==> src/rtl/control_sequencer.sv <==
// control_sequencer: hardwired fetch/execute control unit for register-to-register instructions,
// with pause, halt, sticky illegal-opcode flag and a retired-instruction counter.
module control_sequencer #(
  parameter int ICNT_W = 16
) (
  input  logic              Clock,
  input  logic              Clear,
  input  logic [31:0]       IR,
  input  logic              Stop,
  output logic              PCout,
  output logic              Zhighout,
  output logic              Zlowout,
  output logic              MDRout,
  output logic              Rout,
  output logic              MARin,
  output logic              PCin,
  output logic              MDRin,
  output logic              IRin,
  output logic              Yin,
  output logic              Zin,
  output logic              Rin,
  output logic              Gra,
  output logic              Grb,
  output logic              Grc,
  output logic              IncPC,
  output logic              Read,
  output logic [4:0]        alu_op,
  output logic              Run,
  output logic              Illegal,
  output logic [ICNT_W-1:0] icount
);
  typedef enum logic [3:0] {S_RST, S_T0, S_T1, S_T2, S_T3, S_T4, S_T5, S_PAUSE, S_HALT} state_t;
  state_t state_q, state_d;
  logic illegal_q, illegal_d;
  logic [ICNT_W-1:0] icount_q, icount_d;
  logic [4:0] opcode;
  logic is_alu, is_nop, is_halt, is_ill, end_instr, retire;
  assign opcode  = IR[31:27];
  assign is_alu  = opcode[4:3] == 2'b00;
  assign is_nop  = opcode == 5'b11110;
  assign is_halt = opcode == 5'b11111;
  assign is_ill  = !is_alu && !is_nop && !is_halt;
  // T3 finishes nop/illegal; ALU ops finish in T5; halt retires on entry to Halt
  assign end_instr = (state_q == S_T5) || (state_q == S_T3 && (is_nop || is_ill));
  assign retire    = end_instr || (state_q == S_T3 && is_halt);
  always_ff @(posedge Clock or posedge Clear) begin
    if (Clear) begin
      state_q   <= S_RST;
      illegal_q <= 1'b0;
      icount_q  <= '0;
    end else begin
      state_q   <= state_d;
      illegal_q <= illegal_d;
      icount_q  <= icount_d;
    end
  end
  always_comb begin
    state_d   = state_q;
    illegal_d = illegal_q | (state_q == S_T3 && is_ill);
    icount_d  = icount_q + ICNT_W'(retire);
    case (state_q)
      S_RST:   state_d = S_T0;
      S_T0:    state_d = S_T1;
      S_T1:    state_d = S_T2;
      S_T2:    state_d = S_T3;
      S_T3:    state_d = is_alu ? S_T4 : is_halt ? S_HALT : Stop ? S_PAUSE : S_T0;
      S_T4:    state_d = S_T5;
      S_T5:    state_d = Stop ? S_PAUSE : S_T0;
      S_PAUSE: state_d = Stop ? S_PAUSE : S_T0;
      S_HALT:  state_d = S_HALT;
      default: state_d = S_RST;
    endcase
  end
  assign PCout    = state_q == S_T0;
  assign MARin    = state_q == S_T0;
  assign IncPC    = state_q == S_T0;
  assign Zhighout = 1'b0;
  assign Zlowout  = state_q == S_T1 || state_q == S_T5;
  assign PCin     = state_q == S_T1;
  assign Read     = state_q == S_T1;
  assign MDRin    = state_q == S_T1;
  assign MDRout   = state_q == S_T2;
  assign IRin     = state_q == S_T2;
  assign Grb      = state_q == S_T3 && is_alu;
  assign Yin      = state_q == S_T3 && is_alu;
  assign Rout     = (state_q == S_T3 && is_alu) || state_q == S_T4;
  assign Grc      = state_q == S_T4;
  assign Zin      = state_q == S_T0 || state_q == S_T4;
  assign alu_op   = state_q == S_T4 ? opcode : 5'b00000;
  assign Gra      = state_q == S_T5;
  assign Rin      = state_q == S_T5;
  assign Run      = state_q inside {S_T0, S_T1, S_T2, S_T3, S_T4, S_T5};
  assign Illegal  = illegal_q;
  assign icount   = icount_q;
endmodule
==> config.mk <==
export PLATFORM = sky130hd
export DESIGN_NAME = control_sequencer
export DESIGN_NICKNAME = d
export VERILOG_FILES = /design/src/rtl/control_sequencer.sv
export SDC_FILE = /design/constraint.sdc
export NUM_CORES = 1
export LEC_CHECK = 0
export ABC_AREA = 0
export CORE_ASPECT_RATIO = 0.5
export CORE_MARGIN = 1
export CORE_UTILIZATION = 36
export CTS_CLUSTER_DIAMETER = 150
export DETAILED_ROUTE_END_ITERATION = 8
export GPL_TIMING_DRIVEN = 1
export PLACE_DENSITY = 0.8
export REMOVE_ABC_BUFFERS = 1
export SLEW_MARGIN = 25
export SYNTH_ARGS = -nofsm -noshare
export SYNTH_HDL_FRONTEND = slang
export SYNTH_SLANG_ARGS = --single-unit
==> constraint.sdc <==
create_clock -name Clock -period 2.29 [get_ports Clock]
set_input_delay 0.458 -clock Clock [delete_from_list [all_inputs] [get_ports Clock]]
set_output_delay 0.458 -clock Clock [all_outputs]
set_load 0.05 [all_outputs]
==> flow_summary.yaml, run 1 <==
floorplanning:
  pin_count: 75
  initial_core_util_pct: 38.3
  rows: 14
  fp.dieArea_mm2: 0.00347
  core_region_area_mm2: 0.00303
  fp.dieW_um: 82.3
  die_y_um: 42.2
drt:
  drt_iter0_drc: 59
  routedWlPerCell_um: 12.5
  viasPerCell: 4.92
  drc: 0
  first_pass_iters: 4
  wl_um: 2590
  postRouteAntennaNets: 0
  vias: 1018
clocking:
  insertion_delay_ns: 0.26
  post_cts_buffers: 0
  cts_tree: "built"
  cts.sinks: 21
  cts_max_path_buffers: 2
  numCtsBuffers: 3
  cts_root_buffer: "clkbuf_8"
  clk_pin_slew_ns: 0.08
  cts_max_level: 1
worst_setup_path:
  critical_path.max_stage_delay_ns: 0.50
  reg2regPathDepth: 8
  worstSetupEndpoint: "icount[9]"
  worst-path-stages: 9
  worstSetupPathType: "in -> reg"
  required_ns: 2.49
  cp-end-kind: "flip-flop"
  path_cells: "clkdlybuf4s50_1, nor2_2, or4_4, o21ai_4, ha_2, and2_4, and2_4, and4_1, xor2_1"
  cp-startpoint: "IR[31]"
  timing.critical_path.max_delay_family: "simple AND/OR/NAND/NOR gates"
  cp.arrival_ns: 2.39
  cp_max_fo: 5
  r2r-start: "state_q[3]"
  worst_path_max_delay_cell: "clkdlybuf4s50_1"
  critPathBufInv: 1
  r2r-end: "icount[9]"
  r2r_slack_ns: 0.23
  cp_common_cell: "and2_4"
  startpoint_type: "input port"
logic_synthesis:
  synth_edf_count: 0
  synth_seq_cells: 21
  synth_cell_type_count: 35
  syn_inst: 116
  syn-cell-area_mm2: 0.00116
  synth.top_cell.area_share_pct: 45.3
  synth.avg_cell_area_um2: 10.0
  yosys_warnings: 0
  synth_area_leader_cell: "dfrtp_1"
  async_reset_ff_share_pct: 100
  synth.area.top_cells: "dfrtp_1 (45%), xnor2_1 (9.1%), buf_4 (5.2%)"
  synth_seq_area_share_pct: 45.3
  synth_ff_type: "dfrtp_1"
cells_and_area:
  syn2layout_area_growth_pct: 63.4
  drive_gt1_share_pct: 32.3
  mostFrequentLayoutCells: "clkdlybuf4s50_1 (24), dfrtp_1 (21), buf_4 (21)"
  fin_nets: 206
  n_antenna_cell: 0
  layout_commonest_cell: "clkdlybuf4s50_1"
  stdcell_count: 207
place:
  dp_cells: 203
  dp.final_hpwl_um: 1980
  gp_congestion: 0.785
  dpl_worst_slack_ns: -0.340
  io_buffer_count: 46
sta:
  setup_violations: 0
  drv_slew: 0
  tightest_slew_ns: 0.513
  finClkSkew_ns: 0.00295
  rsz0062_at_grt: "false"
  period_share_pct: 96.0
  hold_viol_final: 0
  max_freq_ghz: 0.455
  period_needed_ns: 2.20
  setup_ws_ns: 0.0911
  relSlewSlack_pct: 65.7
global_route:
  grt_remaining_overflow: 0
  grt_pass1_wl_um: 4370
  antenna_found_initial: 0
  grt_pass1_vias: 988
  grt_max_degree: 22
  grt_usage_pct: 17.0
run:
  cap_violations: 0
hold_path:
  hold_path.class: "reg -> reg"
  hold_start: "icount[15]"
power_and_ir_drop:
  power_density_mw_per_mm2: 1330
  ir_drop_v: 0.000673
  finalPower_mw: 2.53
  power_leakage_nw: 0.841
outcome:
  status: "finished clean"
## metrics by stage
step                      utilization [%]  instance area (µm²)  hold WS [ns]  TNS, ns
after floorplan                         -                 1080         0.435   -17.89
after global placement               60.4                 1830         0.466    -2.01
after detailed placement             60.4                 1830         0.466    -3.07
after CTS                            62.1                 1880         0.481        0
after global routing                 62.6                 1900         0.504        0
final                                62.6                 1900         0.474        0
## cells in the mapped netlist, types with 2 or more instances
cell type / count
and2_1: 6
and3_1: 3
and4_1: 2
and4_4: 2
buf_4: 8
clkbuf_1: 4
dfrtp_1: 21
ha_1: 3
nand2_1: 8
nand2b_1: 2
nand3_1: 6
nand4_1: 2
nor2_1: 8
nor3_1: 7
o21ai_0: 2
xnor2_1: 12
xor2_1: 2
## final cells by class
cell class                      instances  area (µm²)
Fill cell                             251        1130
Timing Repair Buffer                   60         698
Multi-Input combinational cell         81         573
Sequential cell                        21         526
Tap cell                               40        50.0
Clock buffer                            3        41.3
Clock inverter                          1        5.00
Inverter                                1        3.75
## where the power goes
group          leakage, nW  switching [mW]  internal [mW]
sequential           0.273          0.0748          0.449
clock               0.0255           0.126          0.121
combinational        0.542            1.06          0.698
total                0.841            1.26           1.27
## logic make-up after synthesis
group / after synthesis / synth area share (%)
XOR/XNOR: 14 / 10.6
flip-flops: 21 / 45.3
AO/OA/AOI/OAI: 7 / 3.99
other: 1 / 0.323
AND/OR/NAND/NOR: 54 / 27.6
buffers and inverters: 14 / 7.22
adder cells (fa/ha/maj): 3 / 3.23
multiplexers: 2 / 1.83
## worst register-to-register path: stages, from the launching register on
cell and delay, ns:
dfrtp_1 0.38, nand2b_2 0.19, or4_4 0.51, o21ai_4 0.09
ha_2 0.18, and2_4 0.16, and2_4 0.15, and4_1 0.20
xor2_1 0.14
## what timing repair did
| action | in CTS | in global routing |
|---|---|---|
| pin swaps | 0 | 1 |
| gates resized for setup | 4 | 3 |
| hold buffers | 0 | 0 |
| endpoints found under the hold margin | 0 | 0 |
| setup endpoints to repair | 5 | 14 |
## per-layer routing
layer / routed length (µm) / track usage, % / vias to the layer above / part of all wire, %
li1: - / - / 492 / -
met1: 1070 / 19.9 / 490 / 41
met2: 1380 / 31.1 / 34 / 53
met3: 135 / 4.78 / 2 / 5.2
met4: 10 / 3.16 / 0 / 0.39
met5: 0 / 0 / - / 0
## worst min-delay path by stage
stage	to	slack, ns	cells after the start
3_3_place_gp	icount[15]	0.47	1
6_report	icount[15]	0.47	1
3_5_place_dp	Illegal	0.47	1
4_1_cts	icount[15]	0.48	1
5_1_grt	icount[15]	0.50	1
2_1_floorplan	Illegal	0.43	1
## state kept, by name (all words and copies together), names as in the netlist
name,flops
state_q,4
Illegal,1
icount,16
Power figures use the tool's default switching activity.
==> inputs of run 2 (changes only) <==
--- a/config.mk
+++ b/config.mk
@@ -5,7 +5,6 @@
 export SDC_FILE = /design/constraint.sdc
 export NUM_CORES = 1
 export LEC_CHECK = 0
-export ABC_AREA = 0
 export CORE_ASPECT_RATIO = 0.5
 export CORE_MARGIN = 1
 export CORE_UTILIZATION = 36
@@ -13,8 +12,7 @@
 export DETAILED_ROUTE_END_ITERATION = 8
 export GPL_TIMING_DRIVEN = 1
 export PLACE_DENSITY = 0.8
-export REMOVE_ABC_BUFFERS = 1
-export SLEW_MARGIN = 25
+export SLEW_MARGIN = 20
 export SYNTH_ARGS = -nofsm -noshare
 export SYNTH_HDL_FRONTEND = slang
 export SYNTH_SLANG_ARGS = --single-unit
==> run 2 against run 1 <==
Fmax shrank 0.58%; non-clock buffer count grew 1; worst setup slack lost 0.013 ns; critical path type unchanged; largest power group unchanged.
==> flow_summary.yaml, run 2 (synthesis gave the netlist of run 1 again) <==
floorplanning:
  die_y_um: 42.2
  fp.dieArea_mm2: 0.00347
  initial_core_util_pct: 38.3
  fp.dieW_um: 82.3
  rows: 14
  core_region_area_mm2: 0.00303
  pin_count: 75
clocking:
  clk_pin_slew_ns: 0.07
  cts_root_buffer: "clkbuf_8"
  post_cts_buffers: 0
  hold_buffers: 0
  insertion_delay_ns: 0.26
  cts_max_level: 1
  numCtsBuffers: 3
  cts_max_path_buffers: 2
  cts_tree: "built"
  cts.sinks: 21
worst_setup_path:
  critical_path.max_stage_delay_ns: 0.48
  cp_max_fo: 4
  startpoint_type: "input port"
  path_cells: "clkdlybuf4s50_1, nor2_1, or4_4, o21ai_2, ha_1, and2_1, and2_4, and4_1, xor2_1"
  worstSetupPathType: "in -> reg"
  cp-end-kind: "flip-flop"
  cp.arrival_ns: 2.41
  worst_path_max_delay_cell: "clkdlybuf4s50_1"
  required_ns: 2.48
drt:
  postRouteAntennaNets: 0
  viasPerCell: 4.84
  wl_um: 2470
  first_pass_iters: 4
  vias: 1007
  drt_iter0_drc: 9
  routedWlPerCell_um: 11.9
  drc: 0
sta:
  hold_viol_final: 0
  fin_setup_tns_ns: 0
  rsz0062_at_grt: "false"
  finClkSkew_ns: 0.00162
  relSlewSlack_pct: 64.6
  tightest_slew_ns: 0.528
  period_needed_ns: 2.21
  max_freq_ghz: 0.452
  setup_violations: 0
  drv_slew: 0
  period_share_pct: 96.6
global_route:
  grt_max_degree: 14
  grt_usage_pct: 16.1
  grt_pass1_vias: 958
  grt_remaining_overflow: 0
  antenna_found_initial: 0
  grt_pass1_wl_um: 4180
cells_and_area:
  n_antenna_cell: 0
  syn2layout_area_growth_pct: 67.8
  final_util_pct: 64.3
  largest_reg_flops: 16
  layout_commonest_cell: "clkdlybuf4s50_1"
  fin_nets: 207
  mostFrequentLayoutCells: "clkdlybuf4s50_1 (24), dfrtp_1 (21), buf_4 (19)"
  drive_gt1_share_pct: 33.3
outcome:
  status: "finished clean"
place:
  dp.final_hpwl_um: 1970
  gp_congestion: 0.743
  io_buffer_count: 46
logic_synthesis:
  syn-num-nets: 154
power_and_ir_drop:
  ir_drop_v: 0.00117
  power_leakage_nw: 0.865
  power_density_mw_per_mm2: 1320
run:
  cap_violations: 0
hold_path:
  hold_path.class: "in -> async"
## run 2: through the flow
| step | cell area [µm²] | std cells | setup WS (ns) | hold WS, ns | total power [mW] |
|---|---|---|---|---|---|
| final | 1950 | 208 | 0.0782 | 0.440 | 2.58 |
| after global routing | 1950 | 208 | 0.0160 | 0.469 | 2.70 |
| after detailed placement | 1900 | 204 | -0.281 | 0.461 | 2.34 |
| after CTS | 1940 | 208 | 0.0240 | 0.442 | 2.59 |
| after global placement | 1900 | 204 | -0.234 | 0.461 | 2.31 |
| after floorplan | 1180 | 116 | -0.113 | 0.435 | 1.60 |
## run 2: worst max-delay path, delay by kind of cell
family / cells / cell delay, ns
fa+ha+maj: 1 / 0.16
buf+inv: 1 / 0.48
compound gates: 1 / 0.09
xor+xnor: 1 / 0.13
simple gates: 5 / 1.09
## run 2: routing by layer
| metal | wire length [µm] | GRT usage (%) | share of wire, % |
|---|---|---|---|
| met3 | 140 | 5.43 | 5.7 |
| met1 | 1070 | 19.0 | 43 |
| met4 | 23 | 5.26 | 0.93 |
| met2 | 1240 | 27.6 | 50 |
| met5 | 0 | 0 | 0 |
## run 2: timing repair
| item | 4_1_cts | 5_1_grt |
|---|---|---|
| gates cloned | 0 | 0 |
| setup endpoints to repair | 1 | 3 |
| gates resized for setup | 1 | 1 |
## run 2: final timing paths
check                      startpoint          to  slack [ns]  cells past startpoint
setup / recovery               IR[31]   icount[9]        0.08                      9
min in group Clock         icount[15]  icount[15]        0.47                      1
max in group asynchronous       Clear   icount[5]        1.37                      3
hold / removal                  Clear  icount[14]        0.44                      2
setup reg to reg           state_q[3]   icount[9]        0.22                      8
hold reg to reg            icount[15]  icount[15]        0.47                      1
## run 2: layout make-up
cell class,count,area [µm²]
timing repair buffer,61,743
sequential,21,526
multi-input combinational,81,579
clock buffer,3,41.3
clock inverter,1,5.00
inverter,1,3.75
tap,40,50.0
fill,254,1080
## run 2: power breakdown
part           leakage, nW  internal [mW]  switching (mW)
combinational        0.567          0.739            1.07
sequential           0.273          0.449          0.0742
clock               0.0255          0.121           0.120
